**config.mk**
```make
export PLATFORM = sky130hd
export DESIGN_NAME = salida_uart_tx_flat
export DESIGN_NICKNAME = d
export VERILOG_FILES = /design/src/rtl/uart_pkg.sv /design/src/rtl/salida_uart_tx_if.sv /design/src/rtl/fifo_sync.sv /design/src/rtl/salida_uart_tx.sv /design/src/flat_wrapper.sv
export SDC_FILE = /design/constraint.sdc
export NUM_CORES = 1
export LEC_CHECK = 0
export BUFFER_PORTS_ARGS = -buffer_cell sky130_fd_sc_hd__buf_2
export CAP_MARGIN = 0
export CORE_ASPECT_RATIO = 1.1
export CORE_MARGIN = 10
export CORE_UTILIZATION = 61
export DETAILED_ROUTE_END_ITERATION = 7
export PLACE_DENSITY_LB_ADDON = 0.25
export SLEW_MARGIN = 40
export SYNTH_ARGS = -nofsm -noshare
export SYNTH_HDL_FRONTEND = slang
export SYNTH_SLANG_ARGS = --single-unit
```
**constraint.sdc**
```tcl
create_clock -name clk_i -period 3.5 [get_ports clk_i]
set_input_delay 0.35 -clock clk_i [delete_from_list [all_inputs] [get_ports clk_i]]
set_output_delay 0.35 -clock clk_i [all_outputs]
set_load 0.05 [all_outputs]
```
**src/rtl/uart_pkg.sv**
```systemverilog
// rtl/uart_pkg.sv - shared types and line-level constants for the write-back UART transmitter
package uart_pkg;

    typedef enum logic [1:0] {
        IDLE,
        START,
        DATA,
        STOP
    } state_t;

    localparam int   BYTES_PER_WORD = 4;
    localparam int   DATA_BITS      = 8;
    localparam logic START_LVL      = 1'b0;
    localparam logic STOP_LVL       = 1'b1;
    localparam logic IDLE_LVL       = 1'b1;

endpackage

```
**src/rtl/salida_uart_tx_if.sv**
```systemverilog
// rtl/salida_uart_tx_if.sv - capture strobe, serial line and FIFO status bundle
interface salida_uart_tx_if #(
    parameter int ADDR_W = 2
);
    logic [31:0]     dato_i;
    logic            valid_i;
    logic            tx_o;
    logic            busy_o;
    logic            empty_o;
    logic            full_o;
    logic [ADDR_W:0] count_o;
    logic            ovf_o;

    modport master (
        output dato_i, valid_i,
        input  tx_o, busy_o, empty_o, full_o, count_o, ovf_o
    );

    modport slave (
        input  dato_i, valid_i,
        output tx_o, busy_o, empty_o, full_o, count_o, ovf_o
    );
endinterface

```
**src/rtl/fifo_sync.sv**
```systemverilog
// rtl/fifo_sync.sv - single-clock FIFO with occupancy count, pointers wrap modulo DEPTH
module fifo_sync #(
    parameter int WIDTH  = 32,
    parameter int DEPTH  = 4,
    parameter int ADDR_W = 2
) (
    input  logic              clk_i,
    input  logic              rst_ni,
    input  logic              push,
    input  logic              pop,
    input  logic [WIDTH-1:0]  din,
    output logic [WIDTH-1:0]  dout,
    output logic [ADDR_W:0]   count,
    output logic              full,
    output logic              empty
);
    logic [WIDTH-1:0]  mem [DEPTH];
    logic [ADDR_W-1:0] wr_ptr;
    logic [ADDR_W-1:0] rd_ptr;

    // Head is read combinationally so a pop-and-load happens in a single edge.
    assign dout  = mem[rd_ptr];
    assign full  = (count == (ADDR_W+1)'(DEPTH));
    assign empty = (count == '0);

    always_ff @(posedge clk_i) begin
        if (push) begin
            mem[wr_ptr] <= din;
        end
    end

    always_ff @(posedge clk_i or negedge rst_ni) begin
        if (!rst_ni) begin
            wr_ptr <= '0;
            rd_ptr <= '0;
            count  <= '0;
        end else begin
            if (push) wr_ptr <= wr_ptr + 1'b1;
            if (pop)  rd_ptr <= rd_ptr + 1'b1;
            case ({push, pop})
                2'b10:   count <= count + 1'b1;
                2'b01:   count <= count - 1'b1;
                default: count <= count;
            endcase
        end
    end
endmodule

```
**src/rtl/salida_uart_tx.sv**
```systemverilog
// rtl/salida_uart_tx.sv - buffers write-back words and sends each as four 8N1 bytes, MSB byte first
module salida_uart_tx
    import uart_pkg::*;
#(
    parameter int CLKS_PER_BIT = 434,
    parameter int DEPTH        = 4,
    parameter int ADDR_W       = 2
) (
    input  logic             clk_i,
    input  logic             rst_ni,
    salida_uart_tx_if.slave  bus
);
    localparam int CNT_W = (CLKS_PER_BIT > 2) ? $clog2(CLKS_PER_BIT) : 1;

    state_t            state_q, state_d;
    logic [CNT_W-1:0]  baud_q, baud_d;
    logic [2:0]        bit_q, bit_d;
    logic [1:0]        byte_q, byte_d;
    logic [31:0]       shreg_q, shreg_d;
    logic              tx_q, tx_d;
    logic              ovf_q;
    logic              tick;
    logic              pop;
    logic              push;
    logic [31:0]       fifo_dout;
    logic [ADDR_W:0]   fifo_count;
    logic              fifo_full;
    logic              fifo_empty;

    // A pop in the same cycle frees the slot, so a full FIFO can still accept.
    assign push = bus.valid_i & (~fifo_full | pop);

    fifo_sync #(
        .WIDTH  (32),
        .DEPTH  (DEPTH),
        .ADDR_W (ADDR_W)
    ) u_fifo (
        .clk_i  (clk_i),
        .rst_ni (rst_ni),
        .push   (push),
        .pop    (pop),
        .din    (bus.dato_i),
        .dout   (fifo_dout),
        .count  (fifo_count),
        .full   (fifo_full),
        .empty  (fifo_empty)
    );

    assign tick = (baud_q == CNT_W'(CLKS_PER_BIT - 1));

    always_comb begin
        state_d = state_q;
        baud_d  = baud_q;
        bit_d   = bit_q;
        byte_d  = byte_q;
        shreg_d = shreg_q;
        pop     = 1'b0;
        tx_d    = IDLE_LVL;

        if (state_q != IDLE) begin
            baud_d = tick ? '0 : baud_q + 1'b1;
        end

        case (state_q)
            IDLE: begin
                baud_d = '0;
                if (!fifo_empty) begin
                    pop     = 1'b1;
                    shreg_d = fifo_dout;
                    byte_d  = '0;
                    state_d = START;
                end
            end
            START: begin
                if (tick) begin
                    bit_d   = '0;
                    state_d = DATA;
                end
            end
            DATA: begin
                if (tick) begin
                    if (bit_q == 3'(DATA_BITS - 1)) state_d = STOP;
                    else                            bit_d   = bit_q + 1'b1;
                end
            end
            STOP: begin
                if (tick) begin
                    if (byte_q != 2'(BYTES_PER_WORD - 1)) begin
                        byte_d  = byte_q + 1'b1;
                        shreg_d = shreg_q << 8;
                        state_d = START;
                    end else if (!fifo_empty) begin
                        pop     = 1'b1;
                        shreg_d = fifo_dout;
                        byte_d  = '0;
                        state_d = START;
                    end else begin
                        state_d = IDLE;
                    end
                end
            end
            default: state_d = IDLE;
        endcase

        // Line level is decoded from the next state so tx_o moves on the same edge as the FSM.
        case (state_d)
            START:   tx_d = START_LVL;
            DATA:    tx_d = shreg_d[5'd24 + 5'(bit_d)];
            STOP:    tx_d = STOP_LVL;
            default: tx_d = IDLE_LVL;
        endcase
    end

    always_ff @(posedge clk_i or negedge rst_ni) begin
        if (!rst_ni) begin
            state_q <= IDLE;
            baud_q  <= '0;
            bit_q   <= '0;
            byte_q  <= '0;
            shreg_q <= '0;
            tx_q    <= IDLE_LVL;
            ovf_q   <= 1'b0;
        end else begin
            state_q <= state_d;
            baud_q  <= baud_d;
            bit_q   <= bit_d;
            byte_q  <= byte_d;
            shreg_q <= shreg_d;
            tx_q    <= tx_d;
            if (bus.valid_i && fifo_full && !pop) ovf_q <= 1'b1;
        end
    end

    assign bus.tx_o    = tx_q;
    assign bus.busy_o  = (state_q != IDLE);
    assign bus.empty_o = fifo_empty;
    assign bus.full_o  = fifo_full;
    assign bus.count_o = fifo_count;
    assign bus.ovf_o   = ovf_q;
endmodule

```
**src/flat_wrapper.sv**
```systemverilog
// flat-port wrapper written by rule: the top's interface ports become plain ports
module salida_uart_tx_flat import uart_pkg::*;
#(
    parameter int CLKS_PER_BIT = 434,
    parameter int DEPTH        = 4,
    parameter int ADDR_W       = 2
)
  (clk_i, rst_ni, bus_dato_i, bus_valid_i, bus_tx_o, bus_busy_o, bus_empty_o, bus_full_o, bus_count_o, bus_ovf_o);
  salida_uart_tx_if #(.ADDR_W(ADDR_W)) bus_i ();
  input  logic clk_i;
  input  logic rst_ni;
  input wire logic [$bits(bus_i.dato_i)-1:0] bus_dato_i;
  input wire logic [$bits(bus_i.valid_i)-1:0] bus_valid_i;
  output wire logic [$bits(bus_i.tx_o)-1:0] bus_tx_o;
  output wire logic [$bits(bus_i.busy_o)-1:0] bus_busy_o;
  output wire logic [$bits(bus_i.empty_o)-1:0] bus_empty_o;
  output wire logic [$bits(bus_i.full_o)-1:0] bus_full_o;
  output wire logic [$bits(bus_i.count_o)-1:0] bus_count_o;
  output wire logic [$bits(bus_i.ovf_o)-1:0] bus_ovf_o;
  assign bus_i.dato_i = bus_dato_i;
  assign bus_i.valid_i = bus_valid_i;
  assign bus_tx_o = bus_i.tx_o;
  assign bus_busy_o = bus_i.busy_o;
  assign bus_empty_o = bus_i.empty_o;
  assign bus_full_o = bus_i.full_o;
  assign bus_count_o = bus_i.count_o;
  assign bus_ovf_o = bus_i.ovf_o;
  salida_uart_tx #(.CLKS_PER_BIT(CLKS_PER_BIT), .DEPTH(DEPTH), .ADDR_W(ADDR_W)) u_core (.clk_i(clk_i), .rst_ni(rst_ni), .bus(bus_i));
endmodule
```
# Word-level counts from Yosys, hierarchy flattened
# Memories as Yosys holds them, arrays and structs flattened.
# Index checks and enable logic that the tools add are counted.
[word_totals]
ff_bits = 57
ram_bits = 128
in_bits = 35
out_inout_bits = 8
mem_count = 1
[memory_table]
columns = ["name", "words", "width", "rd", "rd_ports_with_merged_regs", "wr", "line", "rtl"]
rows = [
  ["u_core.u_fifo.mem", 4, 32, 1, 0, 1, "fifo_sync.sv:17", "logic [WIDTH-1:0] mem [DEPTH];"],
]
[op_classes]
add_sub_neg = 8
n_lt_le_gt_ge = 1
n_eq_ne = 12
mux = 33
bitwise = 3
n_reduce_logical = 10
[ops]
columns = ["operator", "n"]
rows = [
  ["$mux W32", 3],
  ["$pmux W32 S2", 1],
  ["$mux W9", 3],
  ["$mux W2", 9],
  ["$pmux W3 S2", 2],
  ["$add A9 B1 Y9 const B", 1],
  ["$eq A9 B9 Y1 const B", 1],
  ["$mux W3", 3],
  ["$eq A2 B2 Y1 const B", 4],
  ["$pmux W2 S4", 1],
  ["$reduce_bool A2 Y1", 4],
  ["$mux W1", 7],
  ["$add A2 B1 Y2 const B", 3],
  ["$add A3 B1 Y3 const B", 2],
  ["$eq A2 B1 Y1 const B", 3],
  ["$eq A3 B3 Y1 const B", 2],
  ["$lt A5 B6 Y1 const B", 1],
  ["$add A4 B4 Y5 const A", 1],
  ["$bmux W1 S5", 1],
  ["$pmux W1 S2", 2],
  ["$pmux W2 S2", 1],
  ["$logic_not A3 Y1", 1],
  ["$sub A3 B1 Y3 const B", 1],
  ["$logic_and A1 B1 Y1", 2],
  ["other kinds (8)", 8],
]

# Logic depth before layout (Yosys ltp)
# Gate-level depths: netlist (run 1).
[depth]
ltp_word = 9
depth_mapped = 12
mapped_depth_nobuf = 12

# By module
# A second synthesis (run 1) with hierarchy kept.
[unflattened]
cells_unflattened = 516
area_unflattened_um2 = 8076.5
[modules_own_cells]
columns = ["module", "instances", "cells_each", "area_each_um2", "seq_area_each_um2"]
rows = [
  ["fifo_sync", 1, 204, 5064.9, 4018.9],
  ["salida_uart_tx", 1, 312, 3011.6, 1252.5],
]

# Least setup slack after synthesis (run 1)
# OpenSTA, ideal clock, no wires.
[synth_path]
path_kind = "flip-flop to flip-flop"
from = "register u_core.u_fifo.count[0]"
to = "memory u_core.u_fifo.mem[1][0], enable pin"
setup_ps = 392
arrival_ps = 2296
t_required_ps = 3108
slack_ps = 812
stages_incl_launch_ff = 5
path_buffers = 0
synth_period_minus_slack_ps = 2688
path_cell_list = "dfrtp_1 inv_1 and3_1 o21ai_1 and3_1"
[synth_between]
word_cells_on_any_way = 11
classes_between = "eq/ne (1); mux (6); bitwise (3); reduce/logical (1)"
[synth_rtl]
columns = ["item", "line", "rtl"]
rows = [
  ["from (decl)", "fifo_sync.sv:13", "output logic [ADDR_W:0] count,"],
  ["from (signal assigned)", "fifo_sync.sv:41", "2'b10: count <= count + 1'b1;"],
  ["from (signal assigned)", "fifo_sync.sv:42", "2'b01: count <= count - 1'b1;"],
  ["from (signal assigned)", "fifo_sync.sv:43", "default: count <= count;"],
  ["$eq A3 B3 Y1", "fifo_sync.sv:23", "assign full = (count == (ADDR_W+1)'(DEPTH));"],
  ["via bus_full_o", "flat_wrapper.sv:17", "output wire logic [$bits(bus_i.full_o)-1:0] bus_full_o;"],
  ["$not A1 Y1", "salida_uart_tx.sv:31", "assign push = bus.valid_i & (~fifo_full | pop);"],
  ["$or A1 B1 Y1", "salida_uart_tx.sv:31", ""],
  ["$and A1 B1 Y1", "salida_uart_tx.sv:31", ""],
  ["$mux W1", "fifo_sync.sv:27", "if (push) begin"],
  ["$mux W1 (implied by the code)", "fifo_sync.sv:28", "mem[wr_ptr] <= din;"],
  ["to (decl)", "fifo_sync.sv:17", ""],
]
# The timed path passes the listed nets, and every way through them passes these cells.

# Worst setup path in the final report (run 1)
[layout_path]
from = "register u_core.baud_q[1]"
to = "register u_core.u_fifo.count[1]"
[layout_between]
elab_chain_cells = 7
word_cells_on_any_way = 9
classes_between = "eq/ne (3); mux (3); bitwise (2); reduce/logical (1)"
[layout_rtl]
columns = ["item", "line", "rtl"]
rows = [
  ["from (decl)", "salida_uart_tx.sv:16", "logic [CNT_W-1:0] baud_q, baud_d;"],
  ["from (signal assigned)", "salida_uart_tx.sv:125", "baud_q <= baud_d;"],
  ["$eq A9 B9 Y1 *", "salida_uart_tx.sv:49", "assign tick = (baud_q == CNT_W'(CLKS_PER_BIT - 1));"],
  ["$mux W1 *", "salida_uart_tx.sv:87", "if (tick) begin"],
  ["$pmux W1 S2 *", "salida_uart_tx.sv:64", "case (state_q)"],
  ["$or A1 B1 Y1", "salida_uart_tx.sv:31", ""],
  ["$and A1 B1 Y1", "salida_uart_tx.sv:31", ""],
  ["$eq A2 B1 Y1 or $eq A2 B2 Y1 (tied branches)", "fifo_sync.sv:40", "case ({push, pop})"],
  ["$pmux W3 S2 or $reduce_bool A2 Y1 (tied branches)", "n/a", ""],
]
# Every way passes the cells marked *; elsewhere a longest branch is shown, timed or not.
# A chain may end at the register's enable or synchronous reset.

==> summary.txt, run 1 <==
Finish
  • Syn-to-layout area delta: 13.0%
  • Total inserted antenna cells: 0
  • Commonest non-fill, non-tap cell in the layout: edfxtp_1
  • Post-Layout Cell Count: 732
  • Most frequent cells in the layout: edfxtp_1 (128), nand2_1 (60), dfrtp_1 (55), buf_2 (41), a21oi_1 (36)
  • Area of the multi-input gates: 2300 um2
  • Share of layout cells above drive strength 1: 22.4%
  • Register area: 5270 um2
  • # fillers: 848
  • Nets@finish: 611

Floorplanning
  • Core box area: 12500 um2
  • Initial Util: 61.9%
  • Cell row count: 43
  • Die Footprint: 17600 um2
  • IO Pins: 43
  • Die width: 128 um
  • Die Ht: 138 um

Worst setup path
  • CP max stage cell: fa_1
  • Crit start category: register
  • CP max stage delay: 450 ps
  • CP arrival: 3240 ps
  • Setup Crit Path Kind: reg2reg
  • CP Cell Sequence: inv_1 > ha_1 > and4b_4 > a41oi_4 > nor2_1 > nand2_1 > nor2_1 > inv_1 > fa_1 > a311oi_1 > o21ai_0 > a22oi_1
  • Worst Path Required: 3850 ps
  • Crit end category: register
  • Worst Path Max Fanout: 5
  • Top Family by Delay on Critical Path: simple AND/OR/NAND/NOR gates
  • CP bufs+invs: 2

Global routing
  • Largest net degree at the start of global routing: 44
  • Number of antenna violations at the first check in global routing: 0
  • GR Util All Layers: 17.8%
  • First-pass GRT wire length: 24.7 mm
  • Total grt overflow: 0
  • Vias in the first global route: 4760

Route
  • Vias per cell: 6.16
  • Total Wirelength: 14.7 mm
  • DR DRC count: 0
  • Wire per inst: 20.1 um
  • Routed vias: 4511
  • Final ANT Viol Nets: 0
  • Drt first pass iters: 5
  • DR iter-0 viols: 483

Logic synthesis
  • FF+latch count, synth: 185
  • Post-synthesis cell area: 7760 um2
  • Post-synthesis sequential area ratio: 67.9%
  • Syn Inst Count: 511
  • Top FF cell, synth: edfxtp_1
  • Synth warn: 0
  • Mapped Nets: 560
  • FFs w/ async S/R, synth: 30.8%
  • Count of cell types in the netlist: 52
  • EDFF count, synth: 128
  • Syn avg cell area: 15.2 um2

Outcome
  • Outcome: completed

Timing
  • Final Hold Vio Count: 0
  • Fin crit period: 2890 ps
  • Fin crit share: 82.6%
  • Final Max Slew Viols: 0
  • Final setup fails: 0
  • Max Freq: 0.346 GHz
  • Rel. slew slack: 47.8%
  • RSZ-0062 raised after global routing: no
  • Measured slew at the worst slew-check pin: 777 ps
  • Final TNS setup: 0 ps
  • Worst Skew: 6.37 ps

Clock tree
  • Post-CTS Setup Bufs: 0
  • Clk Latency, worst-skew pair: 430 ps
  • H-tree depth: 4
  • Worst-path clk slew: 70 ps
  • Cts bufs inserted: 17
  • Sink Count: 185
  • Clk buf depth: 2
  • Hold_buf cts: 1
  • CTS tree: yes
  • Clock root buffer: clkbuf_16
  • CTS resizes: 0

Pwr
  • VDD IR max: 0.000544 V
  • Power Density: 871 nW/um2
  • Pleak: 3.34 nW

Place
  • Placed insts: 699
  • Port bufs: 42
  • Detailed Place HPWL: 9.71 mm
  • Placer Congestion: 0.839

Job
  • Max-cap violations: 0

Min path
  • Worst min-delay path class: in2reg
sequential cells by signal (all words and copies together) (netlist names):
| signal | flops |
|---|---|
| u_core.u_fifo.mem | 128 |
| u_core.state_q | 2 |
| u_core.bus.tx_o | 1 |
| u_core.shreg_q | 32 |
| u_core.baud_q | 9 |
| u_core.u_fifo.rd_ptr | 2 |
| u_core.bus.ovf_o | 1 |
| u_core.u_fifo.wr_ptr | 2 |
| u_core.u_fifo.count | 3 |
| u_core.byte_q | 2 |
| u_core.bit_q | 3 |
cell families after synthesis:
family	Yosys count	synth area share (%)
fa+ha+maj	14	2.35
xor+xnor	14	1.58
mux	38	10.1
flops	185	67.9
compound gates	98	8.90
buf+inv	49	2.56
simple gates	113	6.58
through the flow:
| stage | instance area [um2] | util, % | total power [W] | hold slack, ps | setup WS, ps |
|---|---|---|---|---|---|
| after floorplan | 7760 | - | 0.00509 | 54.4 | 812 |
| after global placement | 8180 | 65.3 | 0.00573 | 468 | 754 |
| after detailed placement | 8180 | 65.3 | 0.00585 | 381 | 647 |
| after CTS | 8770 | 70.0 | 0.00769 | 122 | 622 |
| after global routing | 8770 | 70.0 | 0.00805 | 128 | 459 |
| final | 8770 | 70.0 | 0.00764 | 130 | 608 |
final timing paths:
kind                                              start                                  to  slack, ps  cells past startpoint
min in group asynchronous                        rst_ni        u_core.shreg_q[26]$_DFF_PN0_        460                      2
setup reg to reg             u_core.baud_q[1]$_DFF_PN0_  u_core.u_fifo.count[1]$_DFFE_PN0P_        610                     12
hold reg to reg            u_core.bus.ovf_o$_DFFE_PN0P_        u_core.bus.ovf_o$_DFFE_PN0P_        490                      1
setup / recovery             u_core.baud_q[1]$_DFF_PN0_  u_core.u_fifo.count[1]$_DFFE_PN0P_        610                     12
hold / removal                            bus_dato_i[3]   u_core.u_fifo.mem[2][3]$_DFFE_PP_        130                      1
max in group asynchronous                        rst_ni         u_core.state_q[0]$_DFF_PN0_       2420                      3
worst reg2reg max path, stage by stage (launching register included):
cell and delay (ps):
dfrtp_1 410, inv_1 70, ha_1 130, and4b_4 300, a41oi_4 130, nor2_1 300, nand2_1 150, nor2_1 230
inv_1 80, fa_1 450, a311oi_1 210, o21ai_0 140, a22oi_1 200
power breakdown:
part / switching, W / internal, W / leakage, nW
Clock: 0.000789 / 0.00106 / 0.267
Combinational: 0.00159 / 0.00101 / 1.14
Sequential: 0.000299 / 0.00290 / 1.92
Total: 0.00267 / 0.00496 / 3.34
Yosys cell counts (all sizes together) (2+ instances only):
| cell | n | area [um2] |
|---|---|---|
| mux2i | 5 | 50.1 |
| xor2 | 4 | 35.0 |
| o21ai | 7 | 35.0 |
| o22ai | 2 | 12.5 |
| a222oi | 7 | 70.1 |
| and3 | 8 | 50.1 |
| clkbuf | 13 | 48.8 |
| edfxtp | 128 | 3840 |
| a21oi | 38 | 194 |
| nor2 | 25 | 93.8 |
| o21a | 2 | 15.0 |
| mux4 | 32 | 721 |
| a22oi | 3 | 22.5 |
| and2 | 2 | 12.5 |
| o31ai | 16 | 120 |
| nand2 | 61 | 231 |
| buf | 11 | 56.3 |
| or3 | 2 | 12.5 |
| ha | 13 | 163 |
| nor3 | 2 | 10.0 |
| xnor2 | 10 | 87.6 |
| a31oi | 2 | 12.5 |
| dfrtp | 56 | 1400 |
| nand3 | 6 | 30.0 |
| a22o | 9 | 78.8 |
| inv | 25 | 93.8 |
| a21o | 3 | 22.5 |
metal layers:
metal	global-route usage [%]	wire length (um)	up-vias
met1	22.1	5940	2306
met2	29.9	7800	135
met3	3.48	692	20
met5	0	0	-
met4	6.96	277	0
li1	-	-	2050
final cells by class:
cell class | count | area share [%]
clock buffers | 19 | 4.94
clock inverters | 13 | 1.64
inverters | 25 | 1.07
multi-input cells | 277 | 26.2
flip-flops and latches | 185 | 60.1
well taps | 157 | 2.24
repair buffers | 56 | 3.80
Note: power is estimated with default switching activity, not from simulation.
==> run 2, diff against run 1 <==
==> constraint.sdc (replaced) <==
create_clock -name clk_i -period 2.7 [get_ports clk_i]
set_input_delay 0.27 -clock clk_i [delete_from_list [all_inputs] [get_ports clk_i]]
set_output_delay 0.27 -clock clk_i [all_outputs]
set_load 0.05 [all_outputs]
==> run 2 against run 1 <==
  * Register-to-register slack worse by 460 ps
  * Sequential share of layout area decreased by 0.38 points
  * Worst hold slack worse by 69 ps
  * Flip-flop and latch count is the same
  * Clock power up 20%
  * Core utilization increased by 0.45 points
  * First-iteration DRC count increased by 5.0%
  * Largest power group unchanged
==> summary.txt, run 2 (synthesis gave the netlist of run 1 again) <==
Timing
  • Final Max Slew Viols: 0
  • Fin crit period: 2550 ps
  • RSZ-0062 raised after global routing: yes
  • Max Freq: 0.392 GHz
  • Worst Skew: 5.02 ps
  • Rel. slew slack: 64.3%
  • Final Hold Vio Count: 0
  • Post-route setup slack: 149 ps
  • Final setup fails: 0
  • Fin crit share: 94.5%
  • Measured slew at the worst slew-check pin: 534 ps

Route
  • Vias per cell: 6.01
  • Routed vias: 4437
  • Wire per inst: 19.4 um
  • Final ANT Viol Nets: 0
  • Drt first pass iters: 5
  • Total Wirelength: 14.3 mm
  • DR DRC count: 0
  • DR iter-0 viols: 507

Finish
  • Share of layout cells above drive strength 1: 23.1%
  • Post-Layout Cell Count: 738
  • Total inserted antenna cells: 0
  • Max reg flops: 128
  • Design area: 8830 um2
  • Leading registers by flop count: u_core.u_fifo.mem x128, u_core.shreg_q x32, u_core.baud_q x9
  • Syn-to-layout area delta: 13.8%
  • Nets@finish: 617
  • Fin util: 70.4%
  • Most frequent cells in the layout: edfxtp_1 (128), nand2_1 (60), dfrtp_1 (55), buf_2 (42), a21oi_1 (36)
  • Commonest non-fill, non-tap cell in the layout: edfxtp_1
  • Reg with most FFs: u_core.u_fifo.mem

Worst setup path
  • Reg2reg start: u_core.baud_q[1]$_DFF_PN0_
  • Critical Path Start: u_core.baud_q[1]$_DFF_PN0_
  • Crit start category: register
  • Setup Crit Path Kind: reg2reg
  • Worst Path Required: 3030 ps
  • R2R Setup Slk: 150 ps
  • R2R cell count: 12
  • Worst Path Max Fanout: 5
  • CP arrival: 2880 ps
  • Reg-to-Reg End: u_core.u_fifo.count[1]$_DFFE_PN0P_
  • Crit end category: register

Place
  • Detailed Place HPWL: 9.36 mm
  • Placed insts: 703
  • Post-DP Area: 8260 um2
  • Pre-CTS setup slack: 118 ps
  • Port bufs: 42
  • Placer Congestion: 0.832

Floorplanning
  • Die Ht: 138 um
  • Core box area: 12500 um2
  • Cell row count: 43
  • Initial Util: 61.9%
  • Die width: 128 um
  • Die Footprint: 17600 um2
  • IO Pins: 43

Clock tree
  • Cts bufs inserted: 17
  • Clock root buffer: clkbuf_16
  • Clk Latency, worst-skew pair: 420 ps
  • Worst-path clk slew: 60 ps
  • Sink Count: 185
  • Clk buf depth: 2
  • CTS tree: yes
  • H-tree depth: 4

Pwr
  • Internal power: 0.00646 W
  • Flop pwr share: 41.7%
  • VDD IR max: 0.000714 V
  • Pleak: 3.36 nW
  • Combinational share of power: 35.9%
  • Switching fraction of total power: 34.4%
  • Clock power share: 22.4%
  • Power Density: 1110 nW/um2
  • Sw Pwr: 0.00338 W

Global routing
  • GR Util All Layers: 17.3%
  • First-pass GRT wire length: 24.1 mm
  • Total grt overflow: 0
  • Number of antenna violations at the first check in global routing: 0
  • Largest net degree at the start of global routing: 39
  • Vias in the first global route: 4753

Min path
  • Hold_sp: bus_dato_i[4]
  • Worst min-delay path class: in2reg
  • Hold EP: u_core.u_fifo.mem[2][4]$_DFFE_PP_
  • Hold Path Depth: 1

Outcome
  • Outcome: completed

Job
  • Max-cap violations: 0
[run 2: cell count changes in the layout (fill, tap and decap cells not counted), moves of 2 or more]
cell / change
clkbuf_1: +5
clkinv_4: -2
clkinv_2: +2
buf_12: +4
[run 2: worst max path at each step]
stage                                                    end  cells past startpoint
after global routing      u_core.u_fifo.count[1]$_DFFE_PN0P_                     12
after global placement    u_core.u_fifo.count[1]$_DFFE_PN0P_                     12
after detailed placement  u_core.u_fifo.count[1]$_DFFE_PN0P_                     12
after floorplan            u_core.u_fifo.mem[1][0]$_DFFE_PP_                      4
final                     u_core.u_fifo.count[1]$_DFFE_PN0P_                     12
after CTS                          u_core.bus.tx_o$_DFF_PN1_                     10
[run 2: metrics by stage]
| stage | TNS (ps) | power (W) | hold WS [ps] |
|---|---|---|---|
| final | 0 | 0.00984 | 61.1 |
| after global routing | -40.9 | 0.0104 | 50.9 |
| after CTS | 0 | 0.00988 | 42.8 |
| after detailed placement | 0 | 0.00764 | 239 |
| after global placement | 0 | 0.00750 | 235 |
| after floorplan | 0 | 0.00660 | -25.6 |
[run 2: cell type report]
class	instances	area, um2
tap	157	196
clock inverter	8	75.1
multi-input combinational	277	2310
timing repair buffer	62	425
inverter	25	93.8
clock buffer	24	452
fill	824	3710
sequential	185	5270
[run 2: metal layers]
metal	global-route usage (%)	wire length (um)	vias to the layer above	share of wire [%]
met1	21.6	5880	2229	41
li1	-	-	2067	-
met5	0	0	-	0
met4	6.30	233	0	1.6
met2	28.6	7580	125	53
met3	4.36	623	16	4.4
[run 2: power groups by stage]
stage          Sequential [W]  Combinational, W  Clock (W)
2_1_floorplan         0.00414           0.00247          0
3_3_place_gp          0.00411           0.00339          0
3_5_place_dp          0.00416           0.00348          0
4_1_cts               0.00411           0.00352    0.00225
5_1_grt               0.00418           0.00390    0.00237
6_report              0.00411           0.00353    0.00220
[run 2: critical path: stages, from the launching register on]
cell      delay [ps]
dfrtp_1          410
inv_1             70
ha_1             130
and4b_4          300
a41oi_4          130
nor2_1           150
nand2_1          120
nor2_2           130
inv_1             60
fa_1             470
a311oi_2         190
o21ai_0          110
a22oi_1          190
[run 2: what timing repair did]
item / in CTS / in global routing
resized for setup: 0 / 3
endpoints found under the setup margin: 0 / 2
endpoints found under the hold margin: 18 / 0
setup buffers: 0 / 2
hold buffers: 1 / 0
==> run 3, diff against run 2 <==
--- a/config.mk
+++ b/config.mk
@@ -11,8 +11,11 @@
 export CORE_MARGIN = 10
 export CORE_UTILIZATION = 61
 export DETAILED_ROUTE_END_ITERATION = 7
+export MAX_ROUTING_LAYER = met4
 export PLACE_DENSITY_LB_ADDON = 0.25
+export SKIP_LAST_GASP = 1
 export SLEW_MARGIN = 40
 export SYNTH_ARGS = -nofsm -noshare
 export SYNTH_HDL_FRONTEND = slang
+export SYNTH_HIERARCHICAL = 1
 export SYNTH_SLANG_ARGS = --single-unit
==> run 3 against run 2 <==
  * Clock power grew 5%
  * Global-route usage up 1.4 points
  * Worst hold slack worse by 7.2 ps
  * Area after synthesis increased by 4.1%
  * Critical endpoint is now u_core/bus.tx_o$_DFF_PN1_
==> summary.txt, run 3 <==
Logic synthesis
  • EDFF count, synth: 128
  • Commonest cells in the netlist: edfxtp_1 (128), dfrtp_1 (56), nand2_1 (40)
  • Post-synth top area share: 47.6%
  • Synth warn: 6
  • Post-synthesis cell area: 8080 um2
  • Syn Inst Count: 516
  • Most area-consuming cells after synthesis: edfxtp_1 (48%), dfrtp_1 (17%), mux4_2 (7.8%), mux2i_1 (2.7%), a22o_1 (2.7%)
  • Post-synthesis sequential area ratio: 65.3%
  • Syn avg cell area: 15.7 um2
  • Most area-hungry cell type in the Yosys netlist: edfxtp_1
  • FFs w/ async S/R, synth: 30.8%
  • Mapped Nets: 566
  • Count of cell types in the netlist: 68
  • FF+latch count, synth: 185
  • Most common cell in the synthesized netlist: edfxtp_1
  • Top FF cell, synth: edfxtp_1

Clock tree
  • H-tree depth: 4
  • CTS tree: yes
  • Sink Count: 185
  • Clock root buffer: clkbuf_16
  • Cts bufs inserted: 17
  • Clk buf depth: 2
  • Worst-path clk slew: 60 ps
  • Clk Latency, worst-skew pair: 420 ps

Min path
  • Hold_sp: bus_dato_i[13]
  • Hold Path Depth: 1
  • Worst min-delay path class: in2reg

Place
  • Port bufs: 42
  • Placer Congestion: 0.873
  • Pre-CTS setup slack: 68.1 ps
  • Detailed Place HPWL: 10.2 mm
  • Placed insts: 719

Pwr
  • Pleak: 3.48 nW
  • Sw Pwr: 0.00309 W
  • Power Density: 1030 nW/um2
  • Combinational share of power: 32.1%
  • VDD IR max: 0.000669 V
  • Clock power share: 24.4%
  • Internal power: 0.00638 W
  • Flop pwr share: 43.4%
  • Switching fraction of total power: 32.6%

Worst setup path
  • Setup Crit Path Kind: reg2reg
  • R2R cell count: 9
  • R2R Setup Slk: 50 ps
  • Crit end category: register
  • Worst Path Required: 3040 ps
  • CP bufs+invs: 1
  • CP max stage cell: or4_4
  • Worst Path Max Fanout: 4
  • Top Family by Delay on Critical Path: simple AND/OR/NAND/NOR gates
  • CP Cell Sequence: inv_1 > ha_1 > or4b_4 > or4_4 > a311o_1 > o2111a_1 > a211oi_2 > o21ai_1 > a41oi_2
  • Setup crit end: u_core/bus.tx_o$_DFF_PN1_
  • Stages on worst setup path: 9
  • Reg2reg start: u_core/baud_q[1]$_DFF_PN0_
  • CP max stage delay: 500 ps
  • Reg-to-Reg End: u_core/bus.tx_o$_DFF_PN1_
  • CP arrival: 3000 ps
  • Crit start category: register
  • Critical Path Start: u_core/baud_q[1]$_DFF_PN0_

Timing
  • Fin crit period: 2650 ps
  • Final setup fails: 0
  • Worst Skew: 8.85 ps
  • RSZ-0062 raised after global routing: yes
  • Fin crit share: 98.2%
  • Final Max Slew Viols: 0
  • Final Hold Vio Count: 0
  • Max Freq: 0.377 GHz
  • Rel. slew slack: 54.6%
  • Measured slew at the worst slew-check pin: 680 ps
  • Post-route setup slack: 48.7 ps

Global routing
  • Number of antenna violations at the first check in global routing: 0
  • GR Util All Layers: 18.7%
  • Largest net degree at the start of global routing: 33
  • First-pass GRT wire length: 25.7 mm
  • Vias in the first global route: 4888
  • Total grt overflow: 0

Route
  • Total Wirelength: 15.5 mm
  • Drt first pass iters: 5
  • Final ANT Viol Nets: 0
  • Routed vias: 4622
  • Vias per cell: 6.13
  • DR DRC count: 0
  • DR iter-0 viols: 420
  • Wire per inst: 20.6 um

Finish
  • Total inserted antenna cells: 0
  • Syn-to-layout area delta: 13.4%
  • Register area: 5280 um2
  • Fin util: 69.9%
  • Nets@finish: 631
  • Most frequent cells in the layout: edfxtp_1 (128), dfrtp_1 (52), buf_2 (42), nand2_1 (39), mux4_2 (28)
  • Commonest non-fill, non-tap cell in the layout: edfxtp_1
  • Post-Layout Cell Count: 754
  • Leading registers by flop count: u_core/u_fifo/mem x128, u_core/shreg_q x32, u_core/baud_q x9
  • # fillers: 862
  • Reg with most FFs: u_core/u_fifo/mem
  • Area of the multi-input gates: 2580 um2
  • Max reg flops: 128
  • Share of layout cells above drive strength 1: 27.3%

Floorplanning
  • IO Pins: 43
  • Core box area: 13100 um2
  • Die Footprint: 18200 um2
  • Die Ht: 141 um
  • Die width: 130 um
  • Initial Util: 61.6%
  • Cell row count: 44

Job
  • Max-cap violations: 0

Outcome
  • Outcome: completed
[run 3: cell count changes in the layout (fill, tap and decap cells not counted), sizes merged, moves of 5 or more]
cell    before  now
a21oi       38   10
nand2       61   40
mux2i        5   22
a22o         9   25
o31ai       16    0
o21ai        7   22
buf         61   70
a222oi       7    0
and3         8    3
nand4        1    6
nor3         2    7
[run 3: cells by family (layout without fill, tap and decap cells)]
kind of cell / count (synthesis) / after routing / share of synthesized area [%]
AND/OR/NAND/NOR: 110 / 110 / 6.97
XOR/XNOR: 13 / 13 / 1.41
multiplexers: 56 / 56 / 12.2
buffers and inverters: 45 / 122 / 3.24
AO/OA/AOI/OAI: 92 / 92 / 8.54
flip-flops: 185 / 185 / 65.3
adder cells (fa/ha/maj): 15 / 15 / 2.42
[run 3: layout make-up]
type                            instances  area share, %
Inverter                               20          0.820
Clock inverter                         11           1.24
Timing Repair Buffer                   71           5.25
Clock buffer                           20           4.77
Sequential cell                       185           57.6
Tap cell                              161           2.20
Multi-Input combinational cell        286           28.1
[run 3: layer usage]
metal | wire (um) | track usage [%] | vias to the layer above
met5 | 0 | - | -
met1 | 6500 | 23.4 | 2361
met4 | 306 | 6.75 | 0
met2 | 7990 | 29.3 | 114
li1 | - | - | 2124
met3 | 704 | 4.50 | 23
[run 3: worst reg2reg max path, stage by stage (launching register included)]
cell	delay (ps)
dfrtp_1	410
inv_1	70
ha_1	160
or4b_4	490
or4_4	500
a311o_1	290
o2111a_1	160
a211oi_2	200
o21ai_1	90
a41oi_2	210
[run 3: per-stage QoR]
step	total power (W)	hold WS, ps	area (um2)	setup TNS (ps)
2_1_floorplan	0.00635	-25.6	8100	-56.2
3_3_place_gp	0.00708	344	8560	0
3_5_place_dp	0.00718	351	8560	0
4_1_cts	0.00951	39.7	9120	0
5_1_grt	0.00997	42.4	9160	-193
6_report	0.00946	53.9	9160	0
[run 3: repair_timing]
item / 4_1_cts / 5_1_grt
hold endpoints to repair: 28 / 0
setup endpoints to repair: 0 / 90
setup buffers: 0 / 3
resized for setup: 0 / 3
hold buffers: 1 / 0
[run 3: worst min path at each step]
stage                                         end  slack (ps)
3_3_place_gp            u_core/bit_q[0]$_DFF_PN0_         340
2_1_floorplan          u_core/baud_q[0]$_DFF_PN0_         -30
3_5_place_dp            u_core/bit_q[0]$_DFF_PN0_         350
5_1_grt         u_core/u_fifo/mem[1][9]$_DFFE_PP_          40
4_1_cts        u_core/u_fifo/mem[2][13]$_DFFE_PP_          40
6_report       u_core/u_fifo/mem[1][13]$_DFFE_PP_          50
[run 3: power by group through the flow]
stage	Clock, W	Combinational, W	Sequential [W]
2_1_floorplan	0	0.00222	0.00413
3_3_place_gp	0	0.00297	0.00411
3_5_place_dp	0	0.00302	0.00416
4_1_cts	0.00236	0.00304	0.00411
5_1_grt	0.00249	0.00330	0.00418
6_report	0.00231	0.00304	0.00411
